### config.mk
export PLATFORM = sky130hd
export DESIGN_NAME = adder_sum_accumulator
export DESIGN_NICKNAME = d
export VERILOG_FILES = /design/src/rtl/adder_sum_accumulator_pkg.sv /design/src/rtl/adder_sum_accumulator_sat_add.sv /design/src/rtl/adder_sum_accumulator.sv
export SDC_FILE = /design/constraint.sdc
export NUM_CORES = 1
export LEC_CHECK = 0
export CAP_MARGIN = 20
export CORE_ASPECT_RATIO = 0.8
export CORE_UTILIZATION = 42
export DETAILED_ROUTE_END_ITERATION = 12
export PLACE_DENSITY = 0.81
export SLEW_MARGIN = 40
export SYNTH_ARGS = -nofsm -noshare
export SYNTH_HDL_FRONTEND = slang
export SYNTH_SLANG_ARGS = --single-unit
### constraint.sdc
create_clock -name clk -period 1.6 [get_ports clk]
set_input_delay 0.24 -clock clk [delete_from_list [all_inputs] [get_ports clk]]
set_output_delay 0.24 -clock clk [all_outputs]
set_load 0.005 [all_outputs]
### src/rtl/adder_sum_accumulator_pkg.sv
// Shared definitions for the adder-result accumulator.
// Holds the FSM encoding and the sample width.
package adder_sum_accumulator_pkg;

    localparam int SAMPLE_W = 3;

    typedef enum logic [1:0] {
        ST_IDLE  = 2'd0,
        ST_ACCUM = 2'd1,
        ST_DONE  = 2'd2
    } state_t;

endpackage

### src/rtl/adder_sum_accumulator_sat_add.sv
// Saturating adder: ACC_W-bit accumulator plus a small sample.
// Clamps to all ones and raises ovf when the sum carries out.
module adder_sum_accumulator_sat_add
    import adder_sum_accumulator_pkg::*;
#(
    parameter int ACC_W = 8
) (
    input  logic [ACC_W-1:0]    acc,
    input  logic [SAMPLE_W-1:0] addend,
    output logic [ACC_W-1:0]    sum,
    output logic                ovf
);

    logic [ACC_W:0] wide;

    // Full-width add, then clamp on carry-out
    always_comb begin
        wide = {1'b0, acc} + (ACC_W+1)'(addend);
        ovf  = wide[ACC_W];
        sum  = wide[ACC_W] ? {ACC_W{1'b1}} : wide[ACC_W-1:0];
    end

endmodule

### src/rtl/adder_sum_accumulator.sv
// Accumulates a programmed number of adder results {carry,s1,s0}
// into a saturating register under a start/busy/done handshake.
module adder_sum_accumulator
    import adder_sum_accumulator_pkg::*;
#(
    parameter int ACC_W = 8,
    parameter int CNT_W = 6
) (
    input  logic             clk,
    input  logic             reset_n,
    input  logic             start,
    input  logic [CNT_W-1:0] len,
    input  logic             in_valid,
    output logic             in_ready,
    input  logic             s0,
    input  logic             s1,
    input  logic             carry,
    output logic [ACC_W-1:0] acc_out,
    output logic             overflow,
    output logic             busy,
    output logic             done
);

    state_t              state;
    state_t              state_nxt;
    logic [CNT_W-1:0]    remaining;
    logic [SAMPLE_W-1:0] sample;
    logic [ACC_W-1:0]    sat_sum;
    logic                sat_ovf;
    logic                accept;
    logic                last;

    assign sample = {carry, s1, s0};
    assign accept = in_valid && in_ready;
    assign last   = (remaining == CNT_W'(1));

    adder_sum_accumulator_sat_add #(
        .ACC_W (ACC_W)
    ) u_sat_add (
        .acc    (acc_out),
        .addend (sample),
        .sum    (sat_sum),
        .ovf    (sat_ovf)
    );

    // State register
    always_ff @(posedge clk) begin
        if (!reset_n) begin
            state <= ST_IDLE;
        end else begin
            state <= state_nxt;
        end
    end

    // Next-state and handshake outputs
    always_comb begin
        state_nxt = state;
        in_ready  = 1'b0;
        busy      = 1'b0;
        done      = 1'b0;
        case (state)
            ST_IDLE: begin
                if (start) begin
                    state_nxt = (len == '0) ? ST_DONE : ST_ACCUM;
                end
            end
            ST_ACCUM: begin
                in_ready = 1'b1;
                busy     = 1'b1;
                if (accept && last) begin
                    state_nxt = ST_DONE;
                end
            end
            ST_DONE: begin
                busy      = 1'b1;
                done      = 1'b1;
                state_nxt = ST_IDLE;
            end
            default: begin
                state_nxt = ST_IDLE;
            end
        endcase
    end

    // Accumulator, sticky overflow and sample down-counter
    always_ff @(posedge clk) begin
        if (!reset_n) begin
            acc_out   <= '0;
            overflow  <= 1'b0;
            remaining <= '0;
        end else if (state == ST_IDLE && start) begin
            acc_out   <= '0;
            overflow  <= 1'b0;
            remaining <= len;
        end else if (accept) begin
            acc_out   <= sat_sum;
            remaining <= remaining - CNT_W'(1);
            if (sat_ovf) begin
                overflow <= 1'b1;
            end
        end
    end

endmodule

==> results.yml, run 1 <==
run_status:
  status: "finished with violations"
  violations: "negative setup slack"
logic_synthesis:
  synth.area.top_cells: "dfxtp_1, ha_1, xnor2_1"
  syn_area_um2: 942.2
  synth_compound_area_share_pct: 20.05
  synthMuxAreaShare_pct: 0
  synth_common_cells: "dfxtp_1, nand2_1, a21oi_1"
  synth-simple-area-share_pct: 17.53
  yosysMostFrequentCell: "dfxtp_1"
  synth_top_area_share_pct: 36.12
  seq_area_frac_synth_pct: 36.12
  synth_xor_area_share_pct: 8.367
  yosysWarnings: 0
  synth_fa_ha_area_share_pct: 12.75
  syn_avg_cell_area_um2: 8.488
  synth_seq_cells: 17
  synth_ff_type: "dfxtp_1"
  yosysTopAreaCell: "dfxtp_1"
  synth_edf_count: 0
  syn_inst: 111
  syn-num-nets: 133
  async_flop_share_pct: 0
  synth_cell_types: 30
  synth_top_family_by_area: "compound AO/OA/AOI/OAI gates"
clock_network:
  clkLatencyLatePin_ns: 0.30
  holdBufCountCts: 0
  cts_sinks: 17
  cts_tree: "built"
  htree_levels: 1
  numCtsBuffers: 3
  clk_path_buf_depth: 2
  clock-root-buffer: "clkbuf_4"
  clk_pin_slew_worst_paths_ns: 0.10
sta:
  fmax_mhz: 610.2
  min_period_ns: 1.639
  setup_ws_ns: -0.03884
  rsz0062_at_grt: "yes"
  relSlewSlack_pct: 73.91
  worst_pin_slew_ns: 0.3899
  hold_violations: 0
  setup_viol: 2
  fin_skew_ns: 0.001830
  finalCritPeriodShare_pct: 102.4
  slew_viol_final: 0
placement:
  gp_congestion: 0.8855
  dpl_cell_area_um2: 1246
  dp_cells: 163
  dpl.hpwl_um: 1703
  portBuffers: 24
flow_run:
  drv_cap: 0
die:
  die_h_um: 44.36
  pin_count: 25
  die_area_um2: 2438
  core_region_area_um2: 1997
  start_util_pct: 47.18
  rows: 14
  dieWidth_um: 54.96
detailed_routing:
  avgViaCountPerCell: 5.473
  vias: 925
  drtIter0Drc: 30
  wire_per_inst_um: 15.17
  ant_nets: 0
  post-route-drc-count: 0
  wl_um: 2564
  firstDrtPassIters: 5
cells_and_area:
  antennaDiodeCount: 0
  design_area_um2: 1369
  layout.cells.non_filler: 169
  drive_above_1_share_pct: 17.93
  area_growth_syn_to_layout_pct: 45.29
  final_util_pct: 68.55
  final_net_count: 168
worst_setup_path:
  cp_data_arrival_time_ns: 1.83
  cp-end-kind: "register"
  crit_fanout: 4
  cp-start-kind: "register"
  required_ns: 1.79
  worstSetupPathType: "reg -> reg"
power_and_ir_drop:
  p_total_uw: 1079
  power_density_nw_per_um2: 788.1
  p_leak_uw: 0.0005248
  peakVddDrop_v: 0.0006496
hold_path:
  min_path_type: "in -> reg"
global_routing:
  grt_max_degree: 12
  grt_pass1_wl_um: 3719
  track_usage_pct: 21.86
  first_global_vias: 793
  grt_overflow: 0
  antenna_found_initial: 0
-- worst paths after layout --
path | startpoint | endpoint | slack, ns | cells after the start
setup reg to reg | acc_out[0] | acc_out[7] | -0.04 | 6
hold reg to reg | overflow | overflow | 0.46 | 2
hold / removal | s0 | acc_out[0] | 0.46 | 4
setup / recovery | acc_out[0] | acc_out[7] | -0.04 | 6
-- metrics by stage --
step | hold slack, ns | setup TNS, ns | worst slack [ns]
after floorplan | 0.3961 | 0 | 0.03378
after global placement | 0.4369 | -3.335 | -0.3963
after detailed placement | 0.4397 | -3.789 | -0.4549
after CTS | 0.4644 | 0 | 0.003977
after global routing | 0.4724 | -0.3161 | -0.09549
final | 0.4592 | -0.06096 | -0.03884
-- report_power, final --
group	switching, uW	internal [uW]
combinational	171	173
clock	139	93.2
sequential	38.5	464
total	349	730
-- logic make-up after synthesis --
family / count (synthesis)
fa+ha+maj: 9
simple gates: 35
flops: 17
compound gates: 30
buf+inv: 11
xor+xnor: 9
-- layout make-up --
| class | instances | area [um2] |
|---|---|---|
| Inverter | 8 | 30.03 |
| Sequential cell | 17 | 344.1 |
| Timing Repair Buffer | 33 | 310.3 |
| Clock buffer | 3 | 22.52 |
| Multi-Input combinational cell | 83 | 626.9 |
| Fill cell | 158 | 628.1 |
| Clock inverter | 1 | 5.005 |
| Tap cell | 24 | 30.03 |
-- repair_timing --
action                                  in CTS  in global routing
pin swaps                                    2                  7
endpoints found under the setup margin      12                 10
buffers inserted                             1                  1
gates cloned                                 0                  0
resized for setup                           11                 10
-- cells in the final DEF, fill, tap and decap left out, drive strengths merged, types with 2 or more instances in the layout --
cell,Yosys,layout
inv,8,8
dfxtp,17,17
dlymetal6s2s,0,2
nor3,4,4
and2,2,2
buf,1,9
nand2,15,15
a31oi,3,3
dlygate4sd2,0,2
clkdlybuf4s50,0,20
nor2,6,6
nand3,3,3
clkbuf,2,3
a21oi,11,11
a41oi,2,2
ha,8,8
o211ai,2,2
o21ai,5,5
xnor2,8,8
o211a,2,2
-- per-layer routing --
layer	track usage (%)	share of wire [%]	up-vias
met5	0	0	-
met4	7.500	1.2	0
met3	7.216	6.3	4
met2	30.36	46	41
met1	31.37	47	422
li1	-	-	458
-- critical path, cell delays in order (launching register included) --
cell and delay [ns]:
dfxtp_2 0.35, ha_4 0.17, fa_2 0.42, a21oi_4 0.21
nor2_4 0.08, and4b_1 0.26, nor3_1 0.05
-- state kept, by name, indices dropped and copies added, names as in the netlist --
| register | flops |
|---|---|
| remaining | 6 |
| acc_out | 8 |
| state | 2 |
| overflow | 1 |
Note: power is estimated with default switching activity, not from simulation.
==> run 2, diff against run 1 <==
- CELL_PAD_IN_SITES_DETAIL_PLACEMENT: unset -> 2
- CELL_PAD_IN_SITES_GLOBAL_PLACEMENT: unset -> 2
- CORE_UTILIZATION: 42 -> 24
- PLACE_DENSITY: 0.81 -> 0.8
==> run 2 against run 1 <==
- the run now ends clean
- non-clock buffer count increased by 2
- first-iteration DRC count increased by 23%
- total power increased by 16%
- largest cell class unchanged
==> results.yml, run 2 (synthesis gave the netlist of run 1 again) <==
cells_and_area:
  layout.cells.non_filler: 199
  drive_above_1_share_pct: 23.13
  largest_reg_flops: 8
  layout_common_cells: "clkdlybuf4s50_1, nand2_1, dfxtp_1, a21oi_1, buf_4"
  top_regs: "acc_out: 8 flops, remaining: 6 flops, state: 2 flops"
  layout_commonest_cell: "clkdlybuf4s50_1"
  final_net_count: 170
  top_register: "acc_out"
  final_util_pct: 41.76
  area_growth_syn_to_layout_pct: 59.10
  antennaDiodeCount: 0
placement:
  dp_cells: 193
  dp_slack_ns: -0.5517
  dpl.hpwl_um: 2401
  gp_congestion: 0.7770
  portBuffers: 24
worst_setup_path:
  crit_buf_inv: 0
  worstSetupPathType: "reg -> reg"
  cp_data_arrival_time_ns: 1.71
  cp_slowest_cell: "fa_2"
  required_ns: 1.73
  cp-start-kind: "register"
  cpPeakStageDelay_ns: 0.38
  critPathTopFamily: "adder cells"
  path_cells: "ha_4 -> fa_2 -> a21oi_4 -> nor2_4 -> and4b_1 -> nor3_1"
  crit_fanout: 4
  cp-end-kind: "register"
clock_network:
  holdBufCountCts: 0
  numCtsBuffers: 3
  clk_pin_slew_worst_paths_ns: 0.07
  cts_sinks: 17
  clk_path_buf_depth: 2
  clock-root-buffer: "clkbuf_8"
  htree_levels: 1
  clkLatencyLatePin_ns: 0.26
  cts_tree: "built"
detailed_routing:
  ant_nets: 0
  vias: 959
  wire_per_inst_um: 17.39
  drtIter0Drc: 37
  post-route-drc-count: 0
  firstDrtPassIters: 3
  avgViaCountPerCell: 4.819
  wl_um: 3460
power_and_ir_drop:
  p_leak_uw: 0.0005761
  peakVddDrop_v: 0.0003833
  p_total_uw: 1250
  power_density_nw_per_um2: 834.1
die:
  start_util_pct: 26.25
  die_area_um2: 4182
  dieWidth_um: 72.05
  rows: 19
  core_region_area_um2: 3590
  pin_count: 25
  die_h_um: 58.04
sta:
  setup_viol: 0
  rsz0062_at_grt: "yes"
  min_period_ns: 1.585
  worst_pin_slew_ns: 0.4035
  fmax_mhz: 631.1
  hold_violations: 0
  slew_viol_final: 0
  fin_skew_ns: 0.004053
  finalCritPeriodShare_pct: 99.03
  setup_ws_ns: 0.01546
  relSlewSlack_pct: 73.00
global_routing:
  antenna_found_initial: 0
  grt_overflow: 0
  track_usage_pct: 18.88
  first_global_vias: 1082
  grt_pass1_wl_um: 5733
  grt_max_degree: 12
flow_run:
  drv_cap: 0
hold_path:
  min_path_type: "reg -> reg"
run_status:
  status: "complete, no violations"
-- run 2: final timing paths --
| check | depth (start not counted) | to | from | slack, ns |
|---|---|---|---|---|
| worst max-delay path | 6 | acc_out[7] | acc_out[0] | 0.02 |
| worst min-delay path | 2 | overflow | overflow | 0.48 |
| worst max register to register | 6 | acc_out[7] | acc_out[0] | 0.02 |
| worst min register to register | 2 | overflow | overflow | 0.48 |
-- run 2: report_power, final --
part	leakage, uW	switching [uW]	internal [uW]
clock	0.0000228	154	177
sequential	0.000140	44.1	465
combinational	0.000413	205	205
-- run 2: metal layers --
metal,vias up,wire (um),track usage (%)
met4,0,60,7.283
met5,-,0,0
met1,473,1568,23.27
li1,461,-,-
met3,8,106,4.348
met2,17,1726,32.21
-- run 2: metrics by stage --
step | cell area (um2) | setup TNS (ns) | hold slack (ns)
2_1_floorplan | 942.2 | 0 | 0.3961
3_3_place_gp | 1296 | -3.573 | 0.4472
3_5_place_dp | 1296 | -4.641 | 0.4546
4_1_cts | 1456 | -0.009908 | 0.4769
5_1_grt | 1499 | -0.07832 | 0.5235
6_report | 1499 | 0 | 0.4818
-- run 2: cell type report --
class	count	area, um2
Fill cell	380	2091
Multi-Input combinational cell	83	665.6
Sequential cell	17	346.6
Timing Repair Buffer	35	346.6
Tap cell	52	65.06
Clock buffer	4	45.04
Inverter	8	30.03
-- run 2: repair_timing --
item                       in CTS  in global routing
setup buffers                   2                  0
pin swaps                       8                  6
cloned                          0                  0
setup endpoints to repair      13                 13
hold endpoints to repair        0                  0
gates resized for setup        22                 12
-- run 2: worst min-delay path: stages, from the launching register on --
cell	delay [ns]
dfxtp_1	0.32
inv_1	0.05
a21oi_1	0.06
==> run 3, diff against run 2 <==
- CORE_UTILIZATION: 24 -> 31
- DONT_BUFFER_PORTS: unset -> 1
- PLACE_DENSITY: 0.8 -> 0.78
==> run 3 against run 2 <==
- the run now ends with negative setup slack left
- sequential power down 1%
- clock power up 3%
- fmax is 1.1% lower
- cell count decreased by 21%
- sequential share of layout area grew 7.0 points
- via count fell by 12%
- clock skew is 0.0042 ns higher
- design area fell by 24%
==> results.yml, run 3 (synthesis gave the netlist of run 1 again) <==
detailed_routing:
  post-route-drc-count: 0
  firstDrtPassIters: 2
  ant_nets: 0
  wire_per_inst_um: 18.83
  avgViaCountPerCell: 5.376
  wl_um: 2956
  vias: 844
  drtIter0Drc: 9
die:
  pin_count: 25
  start_util_pct: 33.30
  die_area_um2: 3265
  rows: 17
  die_h_um: 51.31
  dieWidth_um: 63.64
  core_region_area_um2: 2829
cells_and_area:
  antennaDiodeCount: 0
  design_area_um2: 1144
  regArea_um2: 344.1
  layout_commonest_cell: "nand2_1"
  largest_reg_flops: 8
  top_regs: "acc_out: 8 flops, remaining: 6 flops, state: 2 flops"
  fill_cells: 323
  layout_common_cells: "nand2_1, dfxtp_1, a21oi_1, inv_1"
  drive_above_1_share_pct: 21.01
  final_net_count: 142
  multi_input_area_um2: 624.3
  top_register: "acc_out"
  layout.cells.non_filler: 157
  area_growth_syn_to_layout_pct: 21.38
power_and_ir_drop:
  p_total_uw: 1140
  p_leak_uw: 0.0004060
  power_density_nw_per_um2: 996.9
  peakVddDrop_v: 0.0004690
placement:
  dp_cells: 153
  gp_congestion: 0.7872
  dpl.hpwl_um: 2194
  portBuffers: 0
  dpl_cell_area_um2: 1023
  dp_slack_ns: -0.1530
sta:
  fmax_mhz: 623.9
  min_period_ns: 1.603
  setup_viol: 1
  hold_violations: 0
  rsz0062_at_grt: "yes"
  finalSetupTns_ns: -0.002697
  relSlewSlack_pct: 75.11
  slew_viol_final: 0
  setup_ws_ns: -0.002697
  finalCritPeriodShare_pct: 100.2
  worst_pin_slew_ns: 0.3705
  fin_skew_ns: 0.008247
clock_network:
  clk_pin_slew_worst_paths_ns: 0.07
  cts_setup_buffers: 0
  cts_tree: "built"
  holdBufCountCts: 0
  clock-root-buffer: "clkbuf_8"
  htree_levels: 1
  clkLatencyLatePin_ns: 0.26
  clk_path_buf_depth: 2
  cts_sinks: 17
  numCtsBuffers: 3
global_routing:
  grt_max_degree: 12
  track_usage_pct: 19.30
  first_global_vias: 914
  grt_pass1_wl_um: 4560
  grt_overflow: 0
  antenna_found_initial: 0
worst_setup_path:
  crit_fanout: 4
  cp-end-kind: "register"
  required_ns: 1.73
  cp_data_arrival_time_ns: 1.74
  cpPeakStageDelay_ns: 0.41
  worstSetupPathType: "reg -> reg"
  cp-start-kind: "register"
  path_cells: "ha_4 -> fa_2 -> a21oi_4 -> nor2_4 -> a41oi_1 -> a311oi_1"
  cp_slowest_cell: "fa_2"
run_status:
  status: "finished with violations"
  violations: "negative setup slack"
flow_run:
  drv_cap: 0
hold_path:
  min_path_type: "in -> reg"
run 3: cell types whose count changed in the layout (fill, tap and decap cells not counted), moves of 2 or more:
cell and delta:
buf_4 -2, clkdlybuf4s50_1 -18, dlygate4sd2_1 -2, ha_4 -2, dlymetal6s2s_1 -4
run 3: through the flow:
step                util [%]  hold slack, ns
finish                 40.42          0.1084
global route           40.42          0.1015
CTS                    38.48          0.1016
detailed placement     36.18          0.3772
global placement       36.18          0.3765
floorplan                  -          0.3961
run 3: layout make-up:
type,count,share of cell area [%]
timing repair buffer,7,4.595
tap,38,4.158
multi-input combinational,83,54.60
inverter,8,2.626
clock buffer,4,3.939
sequential,17,30.09
run 3: report_power, final:
| group | switching [uW] | total (uW) | internal, uW | leakage, uW |
|---|---|---|---|---|
| clock network | 163 | 340 | 177 | 0.0000228 |
| registers | 41.9 | 504 | 463 | 0.000140 |
| logic | 172 | 296 | 124 | 0.000243 |
run 3: worst max-delay path: cells and delay by family (launching register included):
family | cells | cell delay (ns)
adder cells (fa/ha/maj) | 2 | 0.57
AO/OA/AOI/OAI | 3 | 0.50
flip-flops | 1 | 0.34
AND/OR/NAND/NOR | 1 | 0.06
run 3: path summary, 6_finish.rpt:
path / end / startpoint / slack (ns) / depth (start not counted)
worst max register to register: acc_out[6] / acc_out[0] / -0.003 / 6
worst min register to register: overflow / overflow / 0.47 / 2
worst min-delay path: remaining[2] / reset_n / 0.11 / 1
worst max-delay path: acc_out[6] / acc_out[0] / -0.003 / 6
run 3: layer usage:
layer	share of wire, %	track usage, %	up-vias
li1	-	-	404
met1	44	22.00	420
met2	52	33.69	18
met3	4.4	7.366	2
met4	0.34	5.303	0
met5	0	0	-
run 3: timing repair:
| item | in CTS | in global routing |
|---|---|---|
| pin swaps | 0 | 4 |
| endpoints found under the setup margin | 10 | 10 |
| gates resized for setup | 6 | 12 |
